File: config.mk
export PLATFORM = sky130hd
export DESIGN_NAME = row_crop_flat
export DESIGN_NICKNAME = d
export VERILOG_FILES = /design/src/rtl/row_crop_pkg.sv /design/src/rtl/row_crop_if.sv /design/src/rtl/row_crop_axis_reg_slice.sv /design/src/rtl/row_crop.sv /design/src/flat_wrapper.sv
export SDC_FILE = /design/constraint.sdc
export NUM_CORES = 1
export LEC_CHECK = 0
export CAP_MARGIN = 20
export CORE_ASPECT_RATIO = 0.75
export CORE_MARGIN = 4
export CORE_UTILIZATION = 39
export DETAILED_ROUTE_END_ITERATION = 10
export PLACE_DENSITY = 0.68
export RECOVER_POWER = 25
export SLEW_MARGIN = 0
export SYNTH_ARGS = -nofsm -noshare
export SYNTH_HDL_FRONTEND = slang
export SYNTH_SLANG_ARGS = --single-unit
File: constraint.sdc
create_clock -name clk -period 4.2 [get_ports clk]
set_input_delay 0.63 -clock clk [delete_from_list [all_inputs] [get_ports clk]]
set_output_delay 0.63 -clock clk [all_outputs]
set_load 0.01 [all_outputs]
File: src/rtl/row_crop_pkg.sv
`default_nettype none
// +------------------------------------------------------------------+
// | row_crop_pkg : shared types and helpers for the row crop stage    |
// | rev 1.0                                                          |
// +------------------------------------------------------------------+
package row_crop_pkg;

  typedef enum logic [1:0] {
    S_SKIP = 2'd0,
    S_FILL = 2'd1,
    S_RUN  = 2'd2
  } state_t;

  localparam int SOF_BIT = 0;

  function automatic int cnt_width(input int pad);
    return $clog2(pad + 1);
  endfunction

endpackage
`default_nettype wire

File: src/rtl/row_crop_if.sv
`default_nettype none
// +------------------------------------------------------------------+
// | row_crop_if : AXI-Stream pixel bus with master/slave modports     |
// | rev 1.0                                                          |
// +------------------------------------------------------------------+
interface row_crop_if #(
  parameter int TUSER_WIDTH = 5,
  parameter int TDEST_WIDTH = 2,
  parameter int TDATA_WIDTH = 8
);
  logic [TUSER_WIDTH-1:0] tuser;
  logic [TDEST_WIDTH-1:0] tdest;
  logic                   tvalid;
  logic                   tready;
  logic                   tlast;
  logic [TDATA_WIDTH-1:0] tdata;

  modport master (output tuser, tdest, tvalid, tlast, tdata, input tready);
  modport slave  (input tuser, tdest, tvalid, tlast, tdata, output tready);
endinterface
`default_nettype wire

File: src/rtl/row_crop_axis_reg_slice.sv
`default_nettype none
// +------------------------------------------------------------------+
// | axis_reg_slice : registered AXI-Stream output stage               |
// | rev 1.0                                                          |
// +------------------------------------------------------------------+
module axis_reg_slice #(
  parameter int TUSER_WIDTH = 5,
  parameter int TDEST_WIDTH = 2,
  parameter int TDATA_WIDTH = 8
) (
  input  wire logic                   clk,
  input  wire logic                   aresetn,
  input  wire logic                   in_valid,
  output logic                        in_ready,
  input  wire logic [TDATA_WIDTH-1:0] in_data,
  input  wire logic [TUSER_WIDTH-1:0] in_user,
  input  wire logic [TDEST_WIDTH-1:0] in_dest,
  input  wire logic                   in_last,
  row_crop_if.master                  m_axis
);
  logic                   valid_q;
  logic                   last_q;
  logic [TDATA_WIDTH-1:0] data_q;
  logic [TUSER_WIDTH-1:0] user_q;
  logic [TDEST_WIDTH-1:0] dest_q;

  // Ready depends only on registered valid and downstream ready.
  assign in_ready = ~valid_q | m_axis.tready;

  always_ff @(posedge clk or negedge aresetn) begin
    if (!aresetn) begin
      valid_q <= 1'b0;
      last_q  <= 1'b0;
      data_q  <= '0;
      user_q  <= '0;
      dest_q  <= '0;
    end else if (in_ready) begin
      valid_q <= in_valid;
      if (in_valid) begin
        last_q <= in_last;
        data_q <= in_data;
        user_q <= in_user;
        dest_q <= in_dest;
      end
    end
  end

  assign m_axis.tvalid = valid_q;
  assign m_axis.tlast  = last_q;
  assign m_axis.tdata  = data_q;
  assign m_axis.tuser  = user_q;
  assign m_axis.tdest  = dest_q;
endmodule
`default_nettype wire

File: src/rtl/row_crop.sv
`default_nettype none
// +------------------------------------------------------------------+
// | row_crop : strips PAD beats from both ends of each row, moves SOF |
// | optional macro ROW_CROP_STATS_EN adds row_cnt/short_cnt. rev 1.0  |
// +------------------------------------------------------------------+
module row_crop
  import row_crop_pkg::*;
#(
  parameter int TUSER_WIDTH = 5,
  parameter int TDEST_WIDTH = 2,
  parameter int TDATA_WIDTH = 8,
  parameter int PAD         = 2
) (
  input  wire logic  clk,
  input  wire logic  aresetn,
  row_crop_if.slave  s_axis,
  row_crop_if.master m_axis,
  output logic       err_short_row
`ifdef ROW_CROP_STATS_EN
  ,
  output logic [15:0] row_cnt,
  output logic [7:0]  short_cnt
`endif
);
  localparam int CW = cnt_width(PAD);
  localparam logic [CW-1:0] PAD_LAST = CW'(PAD - 1);

  state_t                 state, state_nxt;
  logic [CW-1:0]          cnt, cnt_nxt;
  logic                   s_ready, accept, push, emit, short_row, sof_pending;
  logic [TUSER_WIDTH-1:0] emit_user;

  logic [TDATA_WIDTH-1:0] sh_data [PAD];
  logic [TUSER_WIDTH-1:0] sh_user [PAD];
  logic [TDEST_WIDTH-1:0] sh_dest [PAD];

  assign s_axis.tready = s_ready;
  assign accept        = s_axis.tvalid & s_ready;
  assign push          = accept & (state != S_SKIP);

  always_ff @(posedge clk or negedge aresetn) begin
    if (!aresetn) begin
      state <= S_SKIP;
      cnt   <= '0;
    end else begin
      state <= state_nxt;
      cnt   <= cnt_nxt;
    end
  end

  always_comb begin
    state_nxt = state;
    cnt_nxt   = cnt;
    emit      = 1'b0;
    short_row = 1'b0;
    if (accept) begin
      case (state)
        S_SKIP, S_FILL: begin
          if (s_axis.tlast) begin
            short_row = 1'b1;
            state_nxt = S_SKIP;
            cnt_nxt   = '0;
          end else if (cnt == PAD_LAST) begin
            state_nxt = (state == S_SKIP) ? S_FILL : S_RUN;
            cnt_nxt   = '0;
          end else begin
            cnt_nxt = cnt + CW'(1);
          end
        end
        S_RUN: begin
          emit = 1'b1;
          if (s_axis.tlast) state_nxt = S_SKIP;
        end
        default: begin
          state_nxt = S_SKIP;
          cnt_nxt   = '0;
        end
      endcase
    end
  end

  // Oldest entry sits at index PAD-1 once the buffer is full.
  always_ff @(posedge clk or negedge aresetn) begin
    if (!aresetn) begin
      for (int i = 0; i < PAD; i++) begin
        sh_data[i] <= '0;
        sh_user[i] <= '0;
        sh_dest[i] <= '0;
      end
    end else if (push) begin
      sh_data[0] <= s_axis.tdata;
      sh_user[0] <= s_axis.tuser;
      sh_dest[0] <= s_axis.tdest;
      for (int i = 1; i < PAD; i++) begin
        sh_data[i] <= sh_data[i-1];
        sh_user[i] <= sh_user[i-1];
        sh_dest[i] <= sh_dest[i-1];
      end
    end
  end

  always_ff @(posedge clk or negedge aresetn) begin
    if (!aresetn) begin
      sof_pending   <= 1'b0;
      err_short_row <= 1'b0;
    end else begin
      sof_pending   <= (sof_pending & ~emit) | (accept & s_axis.tuser[SOF_BIT]);
      err_short_row <= short_row;
    end
  end

  always_comb begin
    emit_user          = sh_user[PAD-1];
    emit_user[SOF_BIT] = sof_pending;
  end

  axis_reg_slice #(
    .TUSER_WIDTH(TUSER_WIDTH),
    .TDEST_WIDTH(TDEST_WIDTH),
    .TDATA_WIDTH(TDATA_WIDTH)
  ) u_out (
    .clk      (clk),
    .aresetn  (aresetn),
    .in_valid (emit),
    .in_ready (s_ready),
    .in_data  (sh_data[PAD-1]),
    .in_user  (emit_user),
    .in_dest  (sh_dest[PAD-1]),
    .in_last  (s_axis.tlast),
    .m_axis   (m_axis)
  );

`ifdef ROW_CROP_STATS_EN
  logic [15:0] row_base;

  // An emitted SOF restarts the count so the frame's first row ends as 1.
  always_comb row_base = (emit && sof_pending) ? 16'd0 : row_cnt;

  always_ff @(posedge clk or negedge aresetn) begin
    if (!aresetn) begin
      row_cnt   <= '0;
      short_cnt <= '0;
    end else begin
      if (emit && s_axis.tlast && row_base != 16'hFFFF) row_cnt <= row_base + 16'd1;
      else                                               row_cnt <= row_base;
      if (short_row && short_cnt != 8'hFF) short_cnt <= short_cnt + 8'd1;
    end
  end
`endif
endmodule
`default_nettype wire

File: src/flat_wrapper.sv
// flat-port wrapper written by rule: the top's interface ports become plain ports
module row_crop_flat import row_crop_pkg::*;
#(
  parameter int TUSER_WIDTH = 5,
  parameter int TDEST_WIDTH = 2,
  parameter int TDATA_WIDTH = 8,
  parameter int PAD         = 2
)
  (clk, aresetn, err_short_row, s_axis_tuser, s_axis_tdest, s_axis_tvalid, s_axis_tlast, s_axis_tdata, s_axis_tready, m_axis_tuser, m_axis_tdest, m_axis_tvalid, m_axis_tlast, m_axis_tdata, m_axis_tready);
  row_crop_if #(.TUSER_WIDTH(TUSER_WIDTH), .TDEST_WIDTH(TDEST_WIDTH), .TDATA_WIDTH(TDATA_WIDTH)) s_axis_i ();
  row_crop_if #(.TUSER_WIDTH(TUSER_WIDTH), .TDEST_WIDTH(TDEST_WIDTH), .TDATA_WIDTH(TDATA_WIDTH)) m_axis_i ();
  input  wire logic clk;
  input  wire logic aresetn;
  output logic err_short_row;
  input wire logic [$bits(s_axis_i.tuser)-1:0] s_axis_tuser;
  input wire logic [$bits(s_axis_i.tdest)-1:0] s_axis_tdest;
  input wire logic [$bits(s_axis_i.tvalid)-1:0] s_axis_tvalid;
  input wire logic [$bits(s_axis_i.tlast)-1:0] s_axis_tlast;
  input wire logic [$bits(s_axis_i.tdata)-1:0] s_axis_tdata;
  output wire logic [$bits(s_axis_i.tready)-1:0] s_axis_tready;
  output wire logic [$bits(m_axis_i.tuser)-1:0] m_axis_tuser;
  output wire logic [$bits(m_axis_i.tdest)-1:0] m_axis_tdest;
  output wire logic [$bits(m_axis_i.tvalid)-1:0] m_axis_tvalid;
  output wire logic [$bits(m_axis_i.tlast)-1:0] m_axis_tlast;
  output wire logic [$bits(m_axis_i.tdata)-1:0] m_axis_tdata;
  input wire logic [$bits(m_axis_i.tready)-1:0] m_axis_tready;
  assign s_axis_i.tuser = s_axis_tuser;
  assign s_axis_i.tdest = s_axis_tdest;
  assign s_axis_i.tvalid = s_axis_tvalid;
  assign s_axis_i.tlast = s_axis_tlast;
  assign s_axis_i.tdata = s_axis_tdata;
  assign s_axis_tready = s_axis_i.tready;
  assign m_axis_tuser = m_axis_i.tuser;
  assign m_axis_tdest = m_axis_i.tdest;
  assign m_axis_tvalid = m_axis_i.tvalid;
  assign m_axis_tlast = m_axis_i.tlast;
  assign m_axis_tdata = m_axis_i.tdata;
  assign m_axis_i.tready = m_axis_tready;
  row_crop #(.TUSER_WIDTH(TUSER_WIDTH), .TDEST_WIDTH(TDEST_WIDTH), .TDATA_WIDTH(TDATA_WIDTH), .PAD(PAD)) u_core (.clk(clk), .aresetn(aresetn), .s_axis(s_axis_i), .m_axis(m_axis_i), .err_short_row(err_short_row));
endmodule
==> reports/metrics.yaml, run 1 <==
outcome:
  outcome: "complete, but fails checks"
  violations: "max-capacitance violations, max-slew violations"
placement:
  dp_hpwl_um: 2380
  gp_congestion: 0.873
  pre_cts_ws_ns: 1.54
  port_buffers: 38
drt:
  wire_per_inst_um: 15.7
  vias: 1131
  viasPerCell: 5.05
  drcViolationCount: 0
  wl_um: 3520
  drtPass1Iterations: 2
  drt_iter0_drc: 21
  antenna_left: 0
logic_synthesis:
  synth-edff-count: 0
  synth_flop_cell: "dfrtp_1"
  synth_top_area_share_pct: 63.6
  synth_seq_cells: 51
  synth_commonest_cells: "51 x dfrtp_1, 36 x mux2_2, 8 x mux2_4"
  ys_seq_area_share_pct: 63.6
  synth_top_area_cell: "dfrtp_1"
  synth_async_sr_flop_share_pct: 100
  yosysMostFrequentCell: "dfrtp_1"
  ys_top_cells_by_area: "dfrtp_1 64%, mux2_2 20%, mux2_4 6.0%, buf_4 1.1%, o211ai_4 1.1%"
  syn_nets: 141
  postSynthCellCount: 121
  yosysWarnings: 0
  synth.distinct_cells: 24
  post_synth.cell_area_avg_um2: 16.6
  syn_area_mm2: 0.00201
setup_path:
  crit_fanout: 8
  r2r_start: "u_core.state[1]$_DFFE_PN0P_"
  r2r_setup_slack_ns: 2.43
  reg2reg_to: "u_core.sh_data[6]$_DFFE_PN0P_"
  end_kind: "output port"
  cp.required_ns: 3.57
  start_kind: "primary input"
  r2r_cells: 2
  crit_start: "m_axis_tready"
  crit_type: "in2out"
  cp.arrival_ns: 2.06
sta:
  setup_viol: 0
  clock_skew_ns: 0.00562
  rsz0062_at_grt: "no"
  fin_crit_sh_pct: 63.9
  finalHoldViolCount: 0
  slew_violations: 33
  max_slew_margin_pct: -8.49
  holdWs_ns: 0.484
  fmax_mhz: 372
  layout_setup_ws_ns: 1.51
  setup_tns_ns: 0
  min_period_ns: 2.69
  worst_pin_slew_ns: 1.63
floorplanning:
  die_y_um: 70.1
  dieArea_mm2: 0.00637
  ios: 39
  core_mm2: 0.00493
  die_x_um: 90.9
  start_util_pct: 40.8
  num_rows: 22
worst_hold_path:
  hp-class: "in2async"
cts:
  cts_root_buf: "clkbuf_8"
  clock_latency_ns: 0.30
  htreeDepth: 2
  clkTransAtPathRegs_ns: 0.09
  cts_buffers: 5
  cts_setup_buffers: 0
  cts_tree: "yes"
  cts_resized: 0
  clockBufferDepth: 2
  cts_sinks: 51
  ctsHoldBuffers: 0
grt:
  grt_pass1_wl_um: 6020
  grt_max_degree: 52
  track_usage_pct: 12.1
  antenna_found_initial: 0
  globalRouteOverflowTotal: 0
  grt_pass1_vias: 1256
power:
  power.total_w: 0.00174
  ir_drop_mv: 0.256
  p_per_area_mw_per_mm2: 694
  p_leak_nw: 1.10
finish:
  diodes: 0
  nets: 183
  regArea_mm2: 0.00128
  drive_above_1_share_pct: 32.3
  fin_util_pct: 50.9
  fillers: 407
  multi_input_area_um2: 691
  area_growth_pct: 24.9
flow_run:
  cap_violations: 1
-- per-layer routing --
metal  global-route usage [%]  wire (µm)
met1                     14.8       1580
met2                     19.8       1710
met3                     3.88        169
met4                     5.18         61
met5                        0          0
-- logic make-up (layout without fill, tap and decap cells) --
| family | count (synthesis) | count (layout) | share of synthesized area, % |
|---|---|---|---|
| buffers and inverters | 6 | 49 | 2.06 |
| AOI/OAI and AO/OA | 7 | 7 | 3.43 |
| and+or+nand+nor | 13 | 13 | 4.80 |
| muxes | 44 | 44 | 26.2 |
| DFF | 51 | 51 | 63.6 |
-- how the worst max path moves through the flow --
stage	slack, ns	depth (start not counted)	end
after CTS	1.51	3	s_axis_tready
final	1.51	3	s_axis_tready
after global routing	1.07	2	u_core.sh_data[3]$_DFFE_PN0P_
after global placement	1.56	3	s_axis_tready
after floorplan	2.45	5	u_core.emit_user[1]$_DFFE_PN0P_
after detailed placement	1.54	3	s_axis_tready
-- worst max-delay path, cell delays in order --
cell and delay, ns:
clkdlybuf4s50_1 0.44, nand2b_1 0.36, clkdlybuf4s50_1 0.62
-- sequential cells by signal, summed over array words and instances, names as in the netlist --
| signal | count |
|---|---|
| u_core.cnt | 2 |
| u_core.emit_user | 4 |
| u_core.err_short_row | 1 |
| u_core.sh_data | 16 |
| u_core.sh_dest | 4 |
| u_core.sh_user | 4 |
| u_core.sof_pending | 1 |
| u_core.state | 2 |
| u_core.u_out.m_axis.tdata | 8 |
| u_core.u_out.m_axis.tdest | 2 |
| u_core.u_out.m_axis.tlast | 1 |
| u_core.u_out.m_axis.tuser | 5 |
| u_core.u_out.m_axis.tvalid | 1 |
-- placed cells by master (no fill, tap or decap) --
cell type	netlist	routed
mux2_2	36	36
clkbuf_8	0	5
clkbuf_1	0	4
and2_1	1	1
or4_1	1	1
nand3b_1	1	1
nand4_1	1	1
o211ai_4	1	1
mux2_4	8	8
clkdlybuf4s50_1	0	37
inv_1	2	2
nand3_4	1	1
a41oi_1	1	1
o211ai_1	1	1
nor3_1	1	1
nor4b_1	1	1
and3_1	1	1
clkinv_2	0	1
a22o_1	2	2
nand2_1	1	1
o22ai_1	1	1
dfrtp_1	51	51
nand2b_1	1	1
nor2b_1	2	2
o21a_1	1	1
and2b_2	1	1
-- report_power, final --
part	total [W]	internal (W)	switching, W
logic	0.000629	0.000412	0.000216
registers	0.000847	0.000723	0.000124
clock network	0.000265	0.000117	0.000147
total	0.00174	0.00125	0.000487
-- through the flow --
stage               std cells  area [µm²]
floorplan                 121        2010
global placement          215        2420
detailed placement        215        2420
CTS                       223        2510
global route              224        2510
finish                    224        2510
-- final cells by class --
class	instances	share of cell area, %
multi-input combinational	64	27.5
clock buffer	7	3.04
clock inverter	1	0.200
tap	60	2.99
timing repair buffer	39	15.1
sequential	51	50.9
inverter	2	0.299
No activity file was read; power rests on OpenSTA's default activity.
==> run 2, diff against run 1 <==
--- a/config.mk
+++ b/config.mk
@@ -10,7 +10,7 @@
 export CORE_MARGIN = 4
 export CORE_UTILIZATION = 39
 export DETAILED_ROUTE_END_ITERATION = 10
-export PLACE_DENSITY = 0.68
+export PLACE_DENSITY = 0.7
 export RECOVER_POWER = 25
 export SLEW_MARGIN = 0
 export SYNTH_ARGS = -nofsm -noshare
==> constraint.sdc (replaced) <==
create_clock -name clk -period 2.3 [get_ports clk]
set_input_delay 0.345 -clock clk [delete_from_list [all_inputs] [get_ports clk]]
set_output_delay 0.345 -clock clk [all_outputs]
set_load 0.01 [all_outputs]
==> reports/metrics.yaml, run 2 (same netlist as run 1, synthesis figures left out) <==
drt:
  wl_um: 3530
  drcViolationCount: 0
  wire_per_inst_um: 15.8
  vias: 1141
  antenna_left: 0
  viasPerCell: 5.09
  drt_iter0_drc: 31
  drtPass1Iterations: 4
grt:
  track_usage_pct: 11.9
  grt_pass1_vias: 1253
  grt_pass1_wl_um: 5950
  antenna_found_initial: 0
  grt_max_degree: 31
  globalRouteOverflowTotal: 0
cts:
  ctsHoldBuffers: 0
  cts_resized: 0
  cts_tree: "yes"
  clock_latency_ns: 0.30
  htreeDepth: 2
  clkTransAtPathRegs_ns: 0.09
  clockBufferDepth: 2
  cts_buffers: 5
  cts_sinks: 51
  cts_root_buf: "clkbuf_8"
  cts_setup_buffers: 0
floorplanning:
  core_mm2: 0.00493
  num_rows: 22
  ios: 39
  die_y_um: 70.1
  die_x_um: 90.9
  start_util_pct: 40.8
  dieArea_mm2: 0.00637
power:
  ir_drop_mv: 0.453
  p_per_area_mw_per_mm2: 1280
  p_leak_nw: 1.11
finish:
  largest_reg_flops: 16
  drive_above_1_share_pct: 33.5
  top_register: "u_core.sh_data"
  diodes: 0
  final_cell_mix: "51 x dfrtp_1, 37 x clkdlybuf4s50_1, 36 x mux2_2"
  final_common_cell: "dfrtp_1"
  nets: 183
  fin_area_mm2: 0.00252
  fillers: 421
  fin_cells: 224
  area_growth_pct: 25.7
placement:
  dpl.cell_count: 216
  gp_congestion: 0.664
  port_buffers: 38
  dp_hpwl_um: 2510
  dpl_cell_area_mm2: 0.00243
sta:
  setup_viol: 0
  max_slew_margin_pct: 23.8
  slew_violations: 0
  finalHoldViolCount: 0
  setup_tns_ns: 0
  clock_skew_ns: 0.0101
  min_period_ns: 2.14
  fin_crit_sh_pct: 93.1
  fmax_mhz: 467
  holdWs_ns: 0.249
  rsz0062_at_grt: "no"
  worst_pin_slew_ns: 1.14
setup_path:
  cp.required_ns: 1.96
  cp.arrival_ns: 1.80
  crit_fanout: 8
  crit_type: "in2out"
  end_kind: "output port"
  start_kind: "primary input"
worst_hold_path:
  hp-class: "in2async"
outcome:
  outcome: "finished clean"
flow_run:
  cap_violations: 0
run 2: worst max-delay path, cell delays in order:
cell	delay, ns
clkdlybuf4s50_1	0.47
nand2b_1	0.36
clkdlybuf4s50_1	0.62
run 2: cell type report:
type,instances,area (µm²),share of cell area [%]
clock buffers,7,86.3,3.42
flip-flops and latches,51,1280,50.6
clock inverters,1,8.76,0.347
well taps,60,75.1,2.97
repair buffers,39,379,15.0
multi-input cells,64,691,27.4
inverters,2,7.51,0.297
run 2: routing by layer:
metal	wire length (µm)	GRT usage (%)	part of all wire, %	vias to the layer above
met5	0	0	0	-
met4	53	3.85	1.5	0
met3	186	4.41	5.3	7
met2	1680	20.4	47	36
met1	1610	13.9	46	584
li1	-	-	-	514
run 2: path summary, 6_finish.rpt:
path	to	cells past startpoint	start	slack [ns]
worst max-delay path	s_axis_tready	3	m_axis_tready	0.16
worst min-delay path	u_core.u_out.m_axis.tdest[0]$_DFFE_PN0P_	1	aresetn	0.25
worst max register to register	u_core.emit_user[4]$_DFFE_PN0P_	2	u_core.state[1]$_DFFE_PN0P_	0.50
worst min register to register	u_core.u_out.m_axis.tuser[2]$_DFFE_PN0P_	1	u_core.emit_user[2]$_DFFE_PN0P_	0.51
max in group asynchronous	u_core.state[1]$_DFFE_PN0P_	2	aresetn	0.72
min in group clk	u_core.u_out.m_axis.tuser[2]$_DFFE_PN0P_	1	u_core.emit_user[2]$_DFFE_PN0P_	0.51
run 2: metrics by stage:
| step | util (%) | power (W) | setup slack, ns |
|---|---|---|---|
| finish | 51.2 | 0.00322 | 0.158 |
| global placement | 49.4 | 0.00265 | 0.236 |
| global route | 51.2 | 0.00343 | 0.112 |
| CTS | 51.3 | 0.00327 | 0.161 |
| floorplan | - | 0.00225 | 0.839 |
| detailed placement | 49.4 | 0.00274 | 0.160 |
run 2: power breakdown:
part | leakage [nW] | internal (W) | total, W | switching (W)
sequential | 0.617 | 0.00132 | 0.00155 | 0.000228
clock | 0.0484 | 0.000247 | 0.000522 | 0.000276
combinational | 0.443 | 0.000753 | 0.00115 | 0.000394
